===== config.mk =====
export PLATFORM = sky130hd
export DESIGN_NAME = alarm_ctrl_flat
export DESIGN_NICKNAME = d
export VERILOG_FILES = /design/src/rtl/alarm_ctrl_pkg.sv /design/src/rtl/alarm_ctrl_if.sv /design/src/rtl/alarm_ctrl_match.sv /design/src/rtl/alarm_ctrl.sv /design/src/flat_wrapper.sv
export SDC_FILE = /design/constraint.sdc
export NUM_CORES = 1
export LEC_CHECK = 0
export BUFFER_PORTS_ARGS = -buffer_cell sky130_fd_sc_hd__buf_4
export CELL_PAD_IN_SITES_DETAIL_PLACEMENT = 1
export CELL_PAD_IN_SITES_GLOBAL_PLACEMENT = 2
export CORE_MARGIN = 3
export CORE_UTILIZATION = 18
export CTS_CLUSTER_DIAMETER = 200
export CTS_CLUSTER_SIZE = 30
export DETAILED_ROUTE_END_ITERATION = 12
export PLACE_DENSITY_LB_ADDON = 0.1
export SYNTH_ARGS = -nofsm -noshare
export SYNTH_HDL_FRONTEND = slang
export SYNTH_HIERARCHICAL = 1
export SYNTH_SLANG_ARGS = --single-unit

===== constraint.sdc =====
create_clock -name clk -period 1.5 [get_ports clk]
set_clock_uncertainty 0.2 [all_clocks]
set_input_delay 0.15 -clock clk [delete_from_list [all_inputs] [get_ports clk]]
set_output_delay 0.15 -clock clk [all_outputs]
set_load 0.01 [all_outputs]

===== src/rtl/alarm_ctrl_pkg.sv =====
// Shared types and defaults for the alarm sequencer and its time/alarm comparator.
package alarm_pkg;

   typedef enum logic [1:0] {
      OFF    = 2'd0,
      ARMED  = 2'd1,
      RING   = 2'd2,
      SNOOZE = 2'd3
   } alarm_state_e;

   localparam int unsigned TW     = 7;
   localparam int unsigned DEF_NS = 60;
   localparam int unsigned DEF_NH = 24;
   localparam int unsigned DEF_ND = 7;
   localparam int unsigned ANYDAY = DEF_ND;

   // Alarm day code meaning "every day" for a given day modulus.
   function automatic int unsigned anyday(input int unsigned nd);
      return nd;
   endfunction

endpackage


===== src/rtl/alarm_ctrl_if.sv =====
// Time/alarm inputs and buzzer outputs of the alarm sequencer, grouped as one bundle.
interface alarm_ctrl_if;
   import alarm_pkg::*;

   logic          alarmon;
   logic          snooze;
   logic [TW-1:0] tsec;
   logic [TW-1:0] tmin;
   logic [TW-1:0] thrs;
   logic [TW-1:0] tdays;
   logic [TW-1:0] amin;
   logic [TW-1:0] ahrs;
   logic [TW-1:0] adays;
   logic          buzz;
   logic          snoozing;
   logic [1:0]    state;

   modport master (
      output alarmon, snooze, tsec, tmin, thrs, tdays, amin, ahrs, adays,
      input  buzz, snoozing, state
   );

   modport slave (
      input  alarmon, snooze, tsec, tmin, thrs, tdays, amin, ahrs, adays,
      output buzz, snoozing, state
   );

endinterface


===== src/rtl/alarm_ctrl_match.sv =====
// Combinational time/alarm comparator; true only on second 0 of the matching minute.
module alarm_match
   import alarm_pkg::*;
#(
   parameter int unsigned ND = DEF_ND
) (
   input  logic [TW-1:0] i_tsec,
   input  logic [TW-1:0] i_tmin,
   input  logic [TW-1:0] i_thrs,
   input  logic [TW-1:0] i_tdays,
   input  logic [TW-1:0] i_amin,
   input  logic [TW-1:0] i_ahrs,
   input  logic [TW-1:0] i_adays,
   output logic          o_match
);

   logic w_day_ok;

   assign w_day_ok = (i_adays == TW'(anyday(ND))) || (i_tdays == i_adays);
   assign o_match  = (i_tsec == '0) && (i_tmin == i_amin) && (i_thrs == i_ahrs) && w_day_ok;

endmodule


===== src/rtl/alarm_ctrl.sv =====
// Alarm sequencer: fires once per matching minute, auto-silences after RING_SEC cycles.
// Snooze support is built only when ALARM_SNOOZE_EN is defined.
module alarm_ctrl
   import alarm_pkg::*;
#(
   parameter int unsigned NS         = DEF_NS,
   parameter int unsigned NH         = DEF_NH,
   parameter int unsigned ND         = DEF_ND,
   parameter int unsigned RING_SEC   = 60,
   parameter int unsigned SNOOZE_MIN = 9
) (
   input  logic        clk,
   input  logic        rst,
   alarm_ctrl_if.slave bus
);

   localparam int unsigned RW          = $clog2(RING_SEC);
   localparam logic [RW-1:0] RING_LAST = RW'(RING_SEC - 1);
   localparam int unsigned l_unused_cfg = NS + NH + SNOOZE_MIN;

   alarm_state_e  r_state;
   alarm_state_e  w_next;
   logic [RW-1:0] r_ring_ct;
   logic [RW-1:0] w_ring_nx;
   logic          r_buzz;
   logic          w_match;

   alarm_match #(.ND(ND)) u_match (
      .i_tsec  (bus.tsec),
      .i_tmin  (bus.tmin),
      .i_thrs  (bus.thrs),
      .i_tdays (bus.tdays),
      .i_amin  (bus.amin),
      .i_ahrs  (bus.ahrs),
      .i_adays (bus.adays),
      .o_match (w_match)
   );

`ifdef ALARM_SNOOZE_EN
   localparam int unsigned SW         = $clog2(SNOOZE_MIN * NS);
   localparam logic [SW-1:0] SNZ_LOAD = SW'(SNOOZE_MIN * NS - 1);

   logic [SW-1:0] r_snz_ct;
   logic [SW-1:0] w_snz_nx;
   logic          r_snooze_q;
   logic          r_snoozing;
   logic          w_snooze_rise;

   assign w_snooze_rise = bus.snooze && !r_snooze_q;

   always_ff @(posedge clk or negedge rst) begin
      if (!rst) begin
         r_snz_ct   <= '0;
         r_snooze_q <= 1'b0;
         r_snoozing <= 1'b0;
      end else begin
         r_snz_ct   <= w_snz_nx;
         r_snooze_q <= bus.snooze;
         r_snoozing <= (w_next == SNOOZE);
      end
   end

   assign bus.snoozing = r_snoozing;
`else
   logic w_unused_snooze;
   assign w_unused_snooze = bus.snooze;
   assign bus.snoozing    = 1'b0;
`endif

   always_comb begin
      w_next    = r_state;
      w_ring_nx = r_ring_ct;
`ifdef ALARM_SNOOZE_EN
      w_snz_nx  = r_snz_ct;
`endif
      if (!bus.alarmon) begin
         w_next    = OFF;
         w_ring_nx = '0;
`ifdef ALARM_SNOOZE_EN
         w_snz_nx  = '0;
`endif
      end else begin
         case (r_state)
            OFF:   w_next = ARMED;
            ARMED: begin
               if (w_match) begin
                  w_next    = RING;
                  w_ring_nx = '0;
               end
            end
            RING: begin
               w_ring_nx = r_ring_ct + 1'b1;
               // A fresh snooze press outranks the timeout on the final ring cycle.
`ifdef ALARM_SNOOZE_EN
               if (w_snooze_rise) begin
                  w_next    = SNOOZE;
                  w_snz_nx  = SNZ_LOAD;
                  w_ring_nx = '0;
               end else
`endif
               if (r_ring_ct == RING_LAST) begin
                  w_next    = ARMED;
                  w_ring_nx = '0;
               end
            end
`ifdef ALARM_SNOOZE_EN
            SNOOZE: begin
               if (r_snz_ct == '0) begin
                  w_next    = RING;
                  w_ring_nx = '0;
               end else begin
                  w_snz_nx = r_snz_ct - 1'b1;
               end
            end
`endif
            default: w_next = OFF;
         endcase
      end
   end

   always_ff @(posedge clk or negedge rst) begin
      if (!rst) begin
         r_state   <= OFF;
         r_ring_ct <= '0;
         r_buzz    <= 1'b0;
      end else begin
         r_state   <= w_next;
         r_ring_ct <= w_ring_nx;
         r_buzz    <= (w_next == RING);
      end
   end

   assign bus.buzz  = r_buzz;
   assign bus.state = r_state;

endmodule

===== src/flat_wrapper.sv =====
// flat-port wrapper written by rule: the top's interface ports become plain ports
module alarm_ctrl_flat import alarm_pkg::*;
#(
   parameter int unsigned NS         = DEF_NS,
   parameter int unsigned NH         = DEF_NH,
   parameter int unsigned ND         = DEF_ND,
   parameter int unsigned RING_SEC   = 60,
   parameter int unsigned SNOOZE_MIN = 9
)
  (clk, rst, bus_alarmon, bus_snooze, bus_tsec, bus_tmin, bus_thrs, bus_tdays, bus_amin, bus_ahrs, bus_adays, bus_buzz, bus_snoozing, bus_state);
  alarm_ctrl_if bus_i ();
  input  logic clk;
  input  logic rst;
  input wire logic [$bits(bus_i.alarmon)-1:0] bus_alarmon;
  input wire logic [$bits(bus_i.snooze)-1:0] bus_snooze;
  input wire logic [$bits(bus_i.tsec)-1:0] bus_tsec;
  input wire logic [$bits(bus_i.tmin)-1:0] bus_tmin;
  input wire logic [$bits(bus_i.thrs)-1:0] bus_thrs;
  input wire logic [$bits(bus_i.tdays)-1:0] bus_tdays;
  input wire logic [$bits(bus_i.amin)-1:0] bus_amin;
  input wire logic [$bits(bus_i.ahrs)-1:0] bus_ahrs;
  input wire logic [$bits(bus_i.adays)-1:0] bus_adays;
  output wire logic [$bits(bus_i.buzz)-1:0] bus_buzz;
  output wire logic [$bits(bus_i.snoozing)-1:0] bus_snoozing;
  output wire logic [$bits(bus_i.state)-1:0] bus_state;
  assign bus_i.alarmon = bus_alarmon;
  assign bus_i.snooze = bus_snooze;
  assign bus_i.tsec = bus_tsec;
  assign bus_i.tmin = bus_tmin;
  assign bus_i.thrs = bus_thrs;
  assign bus_i.tdays = bus_tdays;
  assign bus_i.amin = bus_amin;
  assign bus_i.ahrs = bus_ahrs;
  assign bus_i.adays = bus_adays;
  assign bus_buzz = bus_i.buzz;
  assign bus_snoozing = bus_i.snoozing;
  assign bus_state = bus_i.state;
  alarm_ctrl #(.NS(NS), .NH(NH), .ND(ND), .RING_SEC(RING_SEC), .SNOOZE_MIN(SNOOZE_MIN)) u_core (.clk(clk), .rst(rst), .bus(bus_i));
endmodule

==> results of run 1 <==
==> cells in the final DEF, fill, tap and decap left out, types with 2 or more instances in the layout <==
master         netlist  routed
a22o_1               3       3
buf_6                0       4
xnor2_1             11      11
nand4_1              3       3
nand3_1              2       2
clkbuf_8             0       3
dlygate4sd3_1        0       2
nand2b_1             2       2
nand2_1              3       3
dfrtp_1              9       9
buf_4                1      59
xor2_1              12      12
a21boi_2             0       2
nand3b_1             2       2
nor4_1               5       5
==> registers in the layout, summed over array words and instances, names as in the netlist <==
signal            flops
u_core/bus.state      2
u_core/bus.buzz       1
u_core/r_ring_ct      6
==> area by class of cell <==
cell class / count / area [um2]
tap: 48 / 60.1
sequential: 9 / 225
inverter: 1 / 3.75
fill: 448 / 2430
clock buffer: 4 / 45.0
timing repair buffer: 65 / 508
multi-input combinational: 65 / 554
==> per-layer routing <==
| metal | GRT usage, % | routed length (um) |
|---|---|---|
| met5 | 0 | 0 |
| met4 | 5.74 | 61 |
| met3 | 2.88 | 194 |
| met2 | 16.6 | 1140 |
| met1 | 13.1 | 1020 |
==> through the flow <==
step	area, um2	hold WS, ps	worst slack [ps]
after floorplan	746	-346	-523
after global placement	1260	-218	-725
after detailed placement	1260	-216	-776
after CTS	1360	80.2	-430
after global routing	1400	91.2	-496
final	1400	78.5	-416
==> cells by family after synthesis <==
kind of cell | synth area share, %
AO/OA/AOI/OAI | 15.8
adder cells (fa/ha/maj) | 1.68
XOR/XNOR | 27.0
flip-flops | 30.2
other | 0.503
AND/OR/NAND/NOR | 21.8
multiplexers | 1.51
buffers and inverters | 1.51
==> power groups by stage <==
stage / combinational (W) / sequential, W / clock (W)
2_1_floorplan: 0.0000593 / 0.000252 / 0
4_1_cts: 0.000201 / 0.000249 / 0.000292
3_3_place_gp: 0.000189 / 0.000252 / 0
5_1_grt: 0.000221 / 0.000249 / 0.000308
3_5_place_dp: 0.000193 / 0.000252 / 0
6_report: 0.000200 / 0.000248 / 0.000282
==> critical path: stages <==
cell and delay (ps):
buf_6 90, xor2_1 150, nor4_1 280, nand4_1 180, a2111oi_4 340, nand3b_1 140, and3_4 190, a221o_1 300
==> final timing paths <==
kind                                                      start  slack, ps                               to
worst min register to register  u_core/r_ring_ct[1]$_DFFE_PN0P_        410  u_core/r_ring_ct[1]$_DFFE_PN0P_
min in group clk                                    bus_tsec[3]        280    u_core/bus.state[0]$_DFF_PN0_
worst min-delay path                                        rst         80  u_core/r_ring_ct[2]$_DFFE_PN0P_
max in group asynchronous                                   rst        890        u_core/bus.buzz$_DFF_PN0_
worst max register to register  u_core/r_ring_ct[0]$_DFFE_PN0P_       -150  u_core/r_ring_ct[2]$_DFFE_PN0P_
worst max-delay path                               bus_tdays[6]       -420  u_core/r_ring_ct[5]$_DFFE_PN0P_
==> timing repair <==
item | 4_1_cts | 5_1_grt
endpoints found under the setup margin | 9 | 9
setup buffers | 0 | 1
hold endpoints to repair | 10 | 0
hold buffers | 2 | 0
pin swaps | 3 | 4
gates resized for setup | 8 | 4
==> results by group, run 1 <==
Clock network
  • CTS tree: built
  • Root Driver: clkbuf_8
  • Maximum clock insertion buffer count: 2
  • TritonCTS Sinks: 9
  • H-tree levels: 1
  • Worst-skew pair later-pin latency: roughly 230 ps
  • CTS Buf Count: 3
  • Clock-pin slew on the worst setup and hold paths: 40 ps

Pwr
  • Leak: 0.631 nW
  • Reported net switching power: 0.000165 W
  • Seq pwr share: 34.0%
  • Clk pwr share: 38.7%
  • VDD IR max: 0.217 mV
  • Combinational Power Share: 27.3%
  • PwrDens: 523 nW/um2
  • Cell-internal power: around 0.00057 W
  • Tot Pwr: 0.000730 W
  • Sw Ratio: between 20% and 30%

Finish
  • Fraction of layout cells with a size suffix above 1: 51.4%
  • NumNets Final: between 150 and 200
  • Finished Layout Cells: 192
  • Post-Route Utilization: 36.5%
  • ANT cells: 0
  • Area Growth Syn to Fin: 87.2%

Detailed routing
  • Detailed Route Iter0 Violations: 27
  • Routed Antenna Nets: 0
  • Via count: approximately 830
  • WL/cell: 12.6 um
  • Drt total wl: 2410 um
  • DR pass1 iterations: 3
  • Vias per cell: between 4 and 5
  • Drt drc: 0

GRT
  • Antenna violations before repair: 0
  • GR Util All Layers: a little over a tenth
  • Via count of the first global-routing pass: 927
  • First-pass GRT wire length: 4220 um
  • Overflow after GRT: 0
  • Largest net degree at the start of global routing: 10

Critical path
  • Maximum fanout along the worst path: 5
  • Critical path data arrival time: 1830 ps
  • Worst setup EP type: flip-flop
  • Startpoint types: primary input
  • Worst EP required: 1420 ps
  • Setup CP Type: primary input to flip-flop
  • Path depth of the worst reg2reg path: 5

Min path
  • Worst Hold Class: primary input to asynchronous set/reset pin

Synth
  • Top post-synthesis cells by area: dfrtp_1, xor2_1, xnor2_1
  • EDFF count, synth: 0
  • Sequential share of the synthesized area: 30.2%
  • Yosys cell types: 32
  • Most common cell in the netlist: xor2_1
  • Synth Area per Inst: slightly below 10 um2
  • Main synth FF type: dfrtp_1
  • Synth warnings: 6
  • Area leader, netlist: dfrtp_1
  • Post-synth top cells: xor2_1, xnor2_1, dfrtp_1
  • Async set or reset register ratio after synthesis: 100%
  • Mapped Cells: 76
  • Top cell type's share of synthesized area: 30.2%
  • Syn Nets: 130
  • Synth Register Bits: 9
  • Post-Syn Area: 746 um2

Flow run
  • Number of max-cap violations: 0

STA
  • Final Hold Viols: 0
  • Final setup fails: 8
  • Slew Viols, Final: 0
  • Final WS setup: -416 ps
  • RSZ-0062 raised after global routing: yes
  • Fmax: 522 MHz
  • Period utilisation layout: 128%
  • Post-layout min period: 1920 ps
  • Setup tns final: -2550 ps

Placement
  • Port buffer count: 54
  • GPL Wtd Cong: 0.757
  • Cell Count Post-Placement: 185
  • Final HPWL DP: 2120 um

Run status
  • Outcome: finished with violations
  • Failing checks: negative setup slack

Die
  • Die area: 4950 um2
  • Initial Util: 19.5%
  • Die Span Y: about 70 um
  • Ports: 57
  • Die X: 70.4 um
  • Core area: between 3000 and 4000 um2
  • Row count: 22
Note: power is estimated with default switching activity, not from simulation.
==> run 2: changes to the inputs <==
- ABC_AREA: unset -> 1
- CORE_ASPECT_RATIO: unset -> 1.1
- CORE_UTILIZATION: 18 -> 17
- MAX_ROUTING_LAYER: unset -> met4
==> run 2 against run 1 <==
The flow now finishes without violations. Register-to-register slack better by 270 ps. Final cell count is 72% higher. Worst setup slack better by 530 ps. Core utilization is 5.2 points lower. Worst hold slack worse by 76 ps. Clock-buffer cell count stayed put. Clock power hardly changed. Critical path type is now flip-flop to flip-flop.
==> results by group, run 2 <==
Run status
  • Outcome: complete, no violations (was finished with violations)

Die
  • Core area: 5470 um2 (was 3830 um2)
  • Ports: 57 (unchanged)
  • Die area: 6690 um2 (was 4950 um2)
  • Die X: 78.2 um (was 70.4 um)
  • Die Span Y: 85.5 um (was 70.4 um)
  • Row count: 28 (was 22)
  • Initial Util: 17.9% (was 19.5%)

Synth
  • Area leader, netlist: nand2_1 (was dfrtp_1)
  • Top cell type's share of synthesized area: 29.2% (was 30.2%)
  • Main synth FF type: dfrtp_1 (unchanged)
  • Syn Nets: 246 (was 130)
  • Synth warnings: 6 (unchanged)
  • Post-Syn Area: 976 um2 (was 746 um2)
  • EDFF count, synth: 0 (unchanged)
  • Yosys cell types: 18 (was 32)
  • Post-synth top cells: nand2_1, inv_1, nor2_1 (was xor2_1, xnor2_1, dfrtp_1)
  • Most common cell in the netlist: nand2_1 (was xor2_1)
  • Async set or reset register ratio after synthesis: 100% (unchanged)
  • Mapped Cells: 192 (was 76)
  • Synth Area per Inst: 5.08 um2 (was 9.81 um2)
  • Top post-synthesis cells by area: nand2_1, dfrtp_1, inv_1 (was dfrtp_1, xor2_1, xnor2_1)
  • Synth Register Bits: 9 (unchanged)
  • Sequential share of the synthesized area: 23.1% (was 30.2%)

Placement
  • Cell Count Post-Placement: 323 (was 185)
  • Placed inst area: 1490 um2 (was 1260 um2)
  • GPL Wtd Cong: 0.754 (was 0.757)
  • Worst slack, placed: -273 ps (was -776 ps)
  • Port buffer count: 54 (unchanged)
  • Final HPWL DP: 2690 um (was 2120 um)

STA
  • Fmax: 724 MHz (was 522 MHz)
  • RSZ-0062 raised after global routing: yes (unchanged)
  • Final setup fails: 0 (was 8)
  • Final WS setup: 118 ps (was -416 ps)
  • Final Hold Viols: 0 (unchanged)
  • Period utilisation layout: 92.1% (was 128%)
  • Post-layout min period: 1380 ps (was 1920 ps)
  • Slew Viols, Final: 0 (unchanged)

Finish
  • Most flops, register: u_core/r_ring_ct (unchanged)
  • Commonest non-fill, non-tap cells in the layout: nand2_1, buf_4, inv_1 (was buf_4, xor2_1, xnor2_1)
  • Finished Cell Area: 1710 um2 (was 1400 um2)
  • Most common cell after layout, fill and taps aside: nand2_1 (was buf_4)
  • Fraction of layout cells with a size suffix above 1: 36.7% (was 51.4%)
  • Finished Layout Cells: 331 (was 192)
  • Max FFs per register: 6 (unchanged)
  • Area Growth Syn to Fin: 75.4% (was 87.2%)
  • Post-Route Utilization: 31.3% (was 36.5%)
  • NumNets Final: 311 (was 199)
  • ANT cells: 0 (unchanged)

GRT
  • Largest net degree at the start of global routing: 10 (unchanged)
  • GR Util All Layers: 10.0% (was 10.6%)
  • Via count of the first global-routing pass: 1319 (was 927)
  • Overflow after GRT: 0 (unchanged)
  • Antenna violations before repair: 0 (unchanged)
  • First-pass GRT wire length: 5410 um (was 4220 um)

Critical path
  • Setup CP Type: flip-flop to flip-flop (was primary input to flip-flop)
  • Worst EP required: 1420 ps (about the same)
  • Worst setup EP type: flip-flop (unchanged)
  • Reg-to-Reg End: u_core/r_ring_ct[5]$_DFFE_PN0P_ (was u_core/r_ring_ct[2]$_DFFE_PN0P_)
  • Critical path data arrival time: 1300 ps (was 1830 ps)
  • Worst-path cell chain: ha_2, nand2_1, nor2_1, nand2_1, nand2_2, nand2_2, nand2_1, nor2_1 (was buf_6, xor2_1, nor4_1, nand4_1, a2111oi_4, nand3b_1, and3_4, a221o_1)
  • R2R setup slack: 120 ps (was -150 ps)
  • Maximum fanout along the worst path: 4 (was 5)
  • Crit-path most repeated cell: nand2_1
  • Slowest CP cell: dfrtp_1 (was a2111oi_4)
  • Crit-path leading delay family: simple AND/OR/NAND/NOR gates (unchanged)
  • Path depth of the worst reg2reg path: 8 (was 5)
  • R2r startpoint: u_core/r_ring_ct[1]$_DFFE_PN0P_ (was u_core/r_ring_ct[0]$_DFFE_PN0P_)
  • Worst path bufs/invs: 0 (was 1)
  • Slowest stage delay, CP: 360 ps (was 340 ps)
  • Startpoint types: flip-flop (was primary input)

Clock network
  • Worst-skew pair later-pin latency: 230 ps (about the same)
  • TritonCTS Sinks: 9 (unchanged)
  • CTS Buf Count: 3 (unchanged)
  • CTS tree: built (unchanged)
  • H-tree levels: 1 (unchanged)
  • Maximum clock insertion buffer count: 2 (unchanged)
  • Root Driver: clkbuf_8 (unchanged)
  • Clock-pin slew on the worst setup and hold paths: 50 ps (was 40 ps)

Min path
  • Hold path depth: 3
  • Worst Hold Class: primary input to flip-flop (was primary input to asynchronous set/reset pin)
  • WHS Endpoint: u_core/r_ring_ct[3]$_DFFE_PN0P_
  • HP Start: bus_alarmon

Pwr
  • Leak: 0.998 nW (was 0.631 nW)
  • VDD IR max: 0.192 mV (was 0.217 mV)
  • PwrDens: 459 nW/um2 (was 523 nW/um2)
  • Tot Pwr: 0.000786 W (was 0.000730 W)

Detailed routing
  • Vias per cell: 3.77 (was 4.34)
  • Via count: 1248 (was 834)
  • Drt drc: 0 (unchanged)
  • DR pass1 iterations: 4 (was 3)
  • Drt total wl: 3040 um (was 2410 um)
  • Routed Antenna Nets: 0 (unchanged)
  • Detailed Route Iter0 Violations: 16 (was 27)
  • WL/cell: 9.19 um (was 12.6 um)

Flow run
  • Number of max-cap violations: 0 (unchanged)
[run 2: changes by cell type in the layout (fill, tap and decap cells not counted), sizes merged, moves of 8 or more]
cell	delta
inv	+43
nand2	+75
nand3	+8
nor2	+35
xnor2	-9
xor2	-12
[run 2: area by class of cell]
| cell class | instances | area (um2) |
|---|---|---|
| multi-input cells | 138 | 678 |
| repair buffers | 61 | 502 |
| well taps | 75 | 93.8 |
| clock buffers | 4 | 45.0 |
| fillers | 749 | 3750 |
| inverters | 44 | 168 |
| flip-flops and latches | 9 | 225 |
[run 2: worst max path at each step]
stage	startpoint	to	slack, ps	depth (start not counted)
detailed placement	bus_tsec[1]	u_core/r_ring_ct[0]$_DFFE_PN0P_	-270	13
CTS	bus_tsec[1]	u_core/r_ring_ct[0]$_DFFE_PN0P_	6	13
global route	bus_thrs[3]	u_core/r_ring_ct[4]$_DFFE_PN0P_	-30	13
global placement	bus_tsec[1]	u_core/r_ring_ct[0]$_DFFE_PN0P_	-220	13
finish	u_core/r_ring_ct[1]$_DFFE_PN0P_	u_core/r_ring_ct[5]$_DFFE_PN0P_	120	8
floorplan	bus_tsec[0]	u_core/r_ring_ct[0]$_DFFE_PN0P_	80	12
[run 2: through the flow]
stage,setup TNS [ps],hold WS [ps]
after floorplan,0,-346
after global placement,-1370,-213
after detailed placement,-1670,-211
after CTS,0,2.46
after global routing,-64.4,26.9
final,0,2.49
[run 2: cells by family after synthesis]
logic type / count (synthesis) / share of synthesized area, %
flip-flops: 9 / 23.1
XOR/XNOR: 2 / 1.80
adder cells (fa/ha/maj): 1 / 1.28
other: 1 / 0.384
buffers and inverters: 45 / 17.7
AO/OA/AOI/OAI: 8 / 4.23
AND/OR/NAND/NOR: 126 / 51.5
[run 2: power by group]
part / internal, W / total (W) / switching (W)
clock network: 0.000186 / 0.000285 / 0.0000994
logic: 0.000145 / 0.000254 / 0.000109
registers: 0.000245 / 0.000247 / 0.00000201
total: 0.000576 / 0.000786 / 0.000210
[run 2: metal layers]
layer / wire length (um) / part of all wire [%] / up-vias / track usage, %
li1: - / - / 683 / -
met1: 1320 / 43 / 540 / 12.1
met2: 1610 / 53 / 25 / 17.1
met3: 113 / 3.7 / 0 / 1.38
met4: 0 / 0 / 0 / 3.34
met5: 0 / 0 / - / -
[run 2: timing repair]
item | in CTS | in global routing
gates cloned | 0 | 0
setup endpoints to repair | 2 | 9
pin swaps | 0 | 36
buffers inserted | 0 | 3
hold buffers | 1 | 0
hold endpoints to repair | 9 | 0
resized for setup | 2 | 42
[run 2: worst reg2reg max path, stage by stage, from the launching register on]
cell	delay, ps
dfrtp_1	360
ha_2	210
nand2_1	60
nor2_1	90
nand2_1	100
nand2_2	100
nand2_2	60
nand2_1	70
nor2_1	30
==> run 3: changes to the inputs <==
- ABC_AREA: 1 -> 0
- CORE_UTILIZATION: 17 -> 18
==> run 3 against run 2 <==
The run now ends with negative setup slack left. Critical path depth unchanged. Maximum frequency decreased by 29%. Sequential share of layout area grew 2.2 points. Die area decreased by 26%. Cell area is 14% lower. Via count down 31%. Core utilization up 7.2 points. Routed wire length fell by 12%. Register-to-register slack lost 350 ps. First-iteration DRC count up 75%.
==> results by group, run 3 (synthesized netlist as in run 1, its figures left out) <==
STA
  • Post-layout min period: 1950 ps (was 1380 ps)
  • Final setup fails: 9 (was 0)
  • Setup tns final: -2740 ps (was 0 ps)
  • WHS: 21.9 ps (was 2.49 ps)
  • Final WS setup: -447 ps (was 118 ps)
  • Measured slew at the worst slew-check pin: 519 ps
  • Relative slew slack: 64.9%
  • Final Hold Viols: 0 (unchanged)
  • RSZ-0062 raised after global routing: yes (unchanged)
  • Slew Viols, Final: 0 (unchanged)
  • Fmax: 514 MHz (was 724 MHz)
  • Period utilisation layout: 130% (was 92.1%)

Flow run
  • Number of max-cap violations: 0 (unchanged)

Finish
  • Most flops, register: u_core/r_ring_ct (unchanged)
  • Commonest non-fill, non-tap cells in the layout: buf_4, xor2_1, xnor2_1 (was nand2_1, buf_4, inv_1)
  • Max FFs per register: 6 (unchanged)
  • Area Growth Syn to Fin: 96.3% (was 75.4%)
  • Finished Layout Cells: 200 (was 331)
  • NumNets Final: 205 (was 311)
  • Number of fillers in the final layout: 458 (was 749)
  • ANT cells: 0 (unchanged)
  • Post-Route Utilization: 38.5% (was 31.3%)
  • Most common cell after layout, fill and taps aside: buf_4 (was nand2_1)
  • Fraction of layout cells with a size suffix above 1: 55.3% (was 36.7%)

Die
  • Initial Util: 19.6% (was 17.9%)
  • Die area: 4950 um2 (was 6690 um2)
  • Row count: 23 (was 28)
  • Ports: 57 (unchanged)
  • Die X: 67.4 um (was 78.2 um)
  • Core area: 3800 um2 (was 5470 um2)
  • Die Span Y: 73.5 um (was 85.5 um)

Run status
  • Failing checks: negative setup slack
  • Outcome: finished with violations (was complete, no violations)

Clock network
  • Root Driver: clkbuf_8 (unchanged)
  • Clock-pin slew on the worst setup and hold paths: 50 ps (about the same)
  • Maximum clock insertion buffer count: 2 (unchanged)
  • TritonCTS Sinks: 9 (unchanged)
  • CTS Buf Count: 3 (unchanged)
  • H-tree levels: 1 (unchanged)
  • Worst-skew pair later-pin latency: 230 ps (about the same)
  • CTS tree: built (unchanged)

Pwr
  • VDD IR max: 0.179 mV (was 0.192 mV)
  • Combinational Power Share: 29.1% (was 32.4%)
  • Cell-internal power: 0.000570 W (was 0.000576 W)
  • Seq pwr share: 33.5% (was 31.4%)
  • Clk pwr share: 37.4% (was 36.2%)
  • Sw Ratio: 23.1% (was 26.8%)
  • PwrDens: 506 nW/um2 (was 459 nW/um2)
  • Leak: 0.673 nW (was 0.998 nW)
  • Reported net switching power: 0.000172 W (was 0.000210 W)

Detailed routing
  • Vias per cell: 4.32 (was 3.77)
  • Routed Antenna Nets: 0 (unchanged)
  • DR pass1 iterations: 3 (was 4)
  • Drt drc: 0 (unchanged)
  • WL/cell: 13.3 um (was 9.19 um)
  • Drt total wl: 2660 um (was 3040 um)
  • Via count: 864 (was 1248)
  • Detailed Route Iter0 Violations: 28 (was 16)

Placement
  • Cell Count Post-Placement: 192 (was 323)
  • GPL Wtd Cong: 0.759 (was 0.754)
  • Port buffer count: 54 (unchanged)
  • Final HPWL DP: 2250 um (was 2690 um)

Min path
  • Hold path depth: 3 (unchanged)
  • HP Start: bus_alarmon (unchanged)
  • Worst Hold Class: primary input to flip-flop (unchanged)
  • WHS Endpoint: u_core/bus.state[0]$_DFF_PN0_ (was u_core/r_ring_ct[3]$_DFFE_PN0P_)

Critical path
  • Setup CP Type: primary input to flip-flop (was flip-flop to flip-flop)
  • Path depth of the worst reg2reg path: 5 (was 8)
  • Worst setup EP type: flip-flop (unchanged)
  • Reg-to-Reg End: u_core/r_ring_ct[2]$_DFFE_PN0P_ (was u_core/r_ring_ct[5]$_DFFE_PN0P_)
  • Startpoint types: primary input (was flip-flop)
  • R2R setup slack: -230 ps (was 120 ps)
  • R2r startpoint: u_core/r_ring_ct[0]$_DFFE_PN0P_ (was u_core/r_ring_ct[1]$_DFFE_PN0P_)
  • Critical path data arrival time: 1860 ps (was 1300 ps)
  • Maximum fanout along the worst path: 5 (was 4)
  • Worst EP required: 1410 ps (was 1420 ps)

GRT
  • Met2 Track Usage GR: 20.9% (was 17.1%)
  • Antenna violations before repair: 0 (unchanged)
  • GR Util All Layers: 11.7% (was 10.0%)
  • Met1 Use GR: 12.6% (was 12.1%)
  • First-pass GRT wire length: 4240 um (was 5410 um)
  • Overflow after GRT: 0 (unchanged)
  • Largest net degree at the start of global routing: 10 (unchanged)
  • Grt met3 use: 2.14% (was 1.38%)
  • Layer carrying the most global-route usage: met2 (unchanged)
  • Via count of the first global-routing pass: 1005 (was 1319)
-- run 3: cell count changes in the layout (fill, tap and decap cells not counted), sizes merged, moves of 9 or more --
cell   before  now
nand2      78    3
inv        44    1
nor2       36    1
xor2        0   12
buf        60   70
xnor2       2   11
-- run 3: how the worst max path moves through the flow --
stage / start / end / slack (ps) / depth (start not counted)
3_3_place_gp: bus_adays[1] / u_core/r_ring_ct[5]$_DFFE_PN0P_ / -760 / 8
4_1_cts: bus_adays[1] / u_core/r_ring_ct[5]$_DFFE_PN0P_ / -450 / 8
2_1_floorplan: bus_adays[1] / u_core/r_ring_ct[5]$_DFFE_PN0P_ / -520 / 7
5_1_grt: bus_tdays[0] / u_core/r_ring_ct[5]$_DFFE_PN0P_ / -570 / 8
3_5_place_dp: bus_adays[1] / u_core/r_ring_ct[5]$_DFFE_PN0P_ / -780 / 8
6_report: bus_tdays[0] / u_core/r_ring_ct[5]$_DFFE_PN0P_ / -450 / 8
-- run 3: worst max-delay path: stages --
cell,delay (ps)
buf_4,110
xor2_1,140
nor4_1,270
nand4_1,180
a2111oi_4,330
nand3b_1,160
and3_4,200
a221o_1,310
-- run 3: routing by layer --
metal | wire length (um) | up-vias
met4 | 40 | 0
met2 | 1590 | 34
met5 | 0 | -
li1 | - | 431
met3 | 109 | 4
met1 | 922 | 395
-- run 3: area by class of cell --
| cell class | count | area (um2) | area share, % |
|---|---|---|---|
| sequential | 9 | 225 | 15.4 |
| timing repair buffer | 71 | 554 | 37.9 |
| tap | 50 | 62.6 | 4.27 |
| clock inverter | 1 | 5.00 | 0.342 |
| clock buffer | 3 | 41.3 | 2.82 |
| multi-input combinational | 65 | 572 | 39.1 |
| inverter | 1 | 3.75 | 0.256 |
-- run 3: stage by stage --
| stage | instance area [um2] | power [W] | setup WS, ps |
|---|---|---|---|
| floorplan | 746 | 0.000311 | -523 |
| global placement | 1300 | 0.000445 | -758 |
| detailed placement | 1300 | 0.000449 | -781 |
| CTS | 1460 | 0.000755 | -447 |
| global route | 1460 | 0.000793 | -568 |
| finish | 1460 | 0.000741 | -447 |
-- run 3: repair_timing --
action	in CTS	in global routing
resized for setup	16	1
buffers inserted	3	1
setup endpoints to repair	9	9
hold endpoints to repair	9	0
pin swaps	6	4
hold buffers	1	0
-- run 3: power by group through the flow --
stage / combinational, W / clock, W / sequential [W]
global route: 0.000236 / 0.000309 / 0.000248
finish: 0.000216 / 0.000277 / 0.000248
global placement: 0.000193 / 0 / 0.000252
floorplan: 0.0000593 / 0 / 0.000252
CTS: 0.000215 / 0.000292 / 0.000248
detailed placement: 0.000197 / 0 / 0.000252
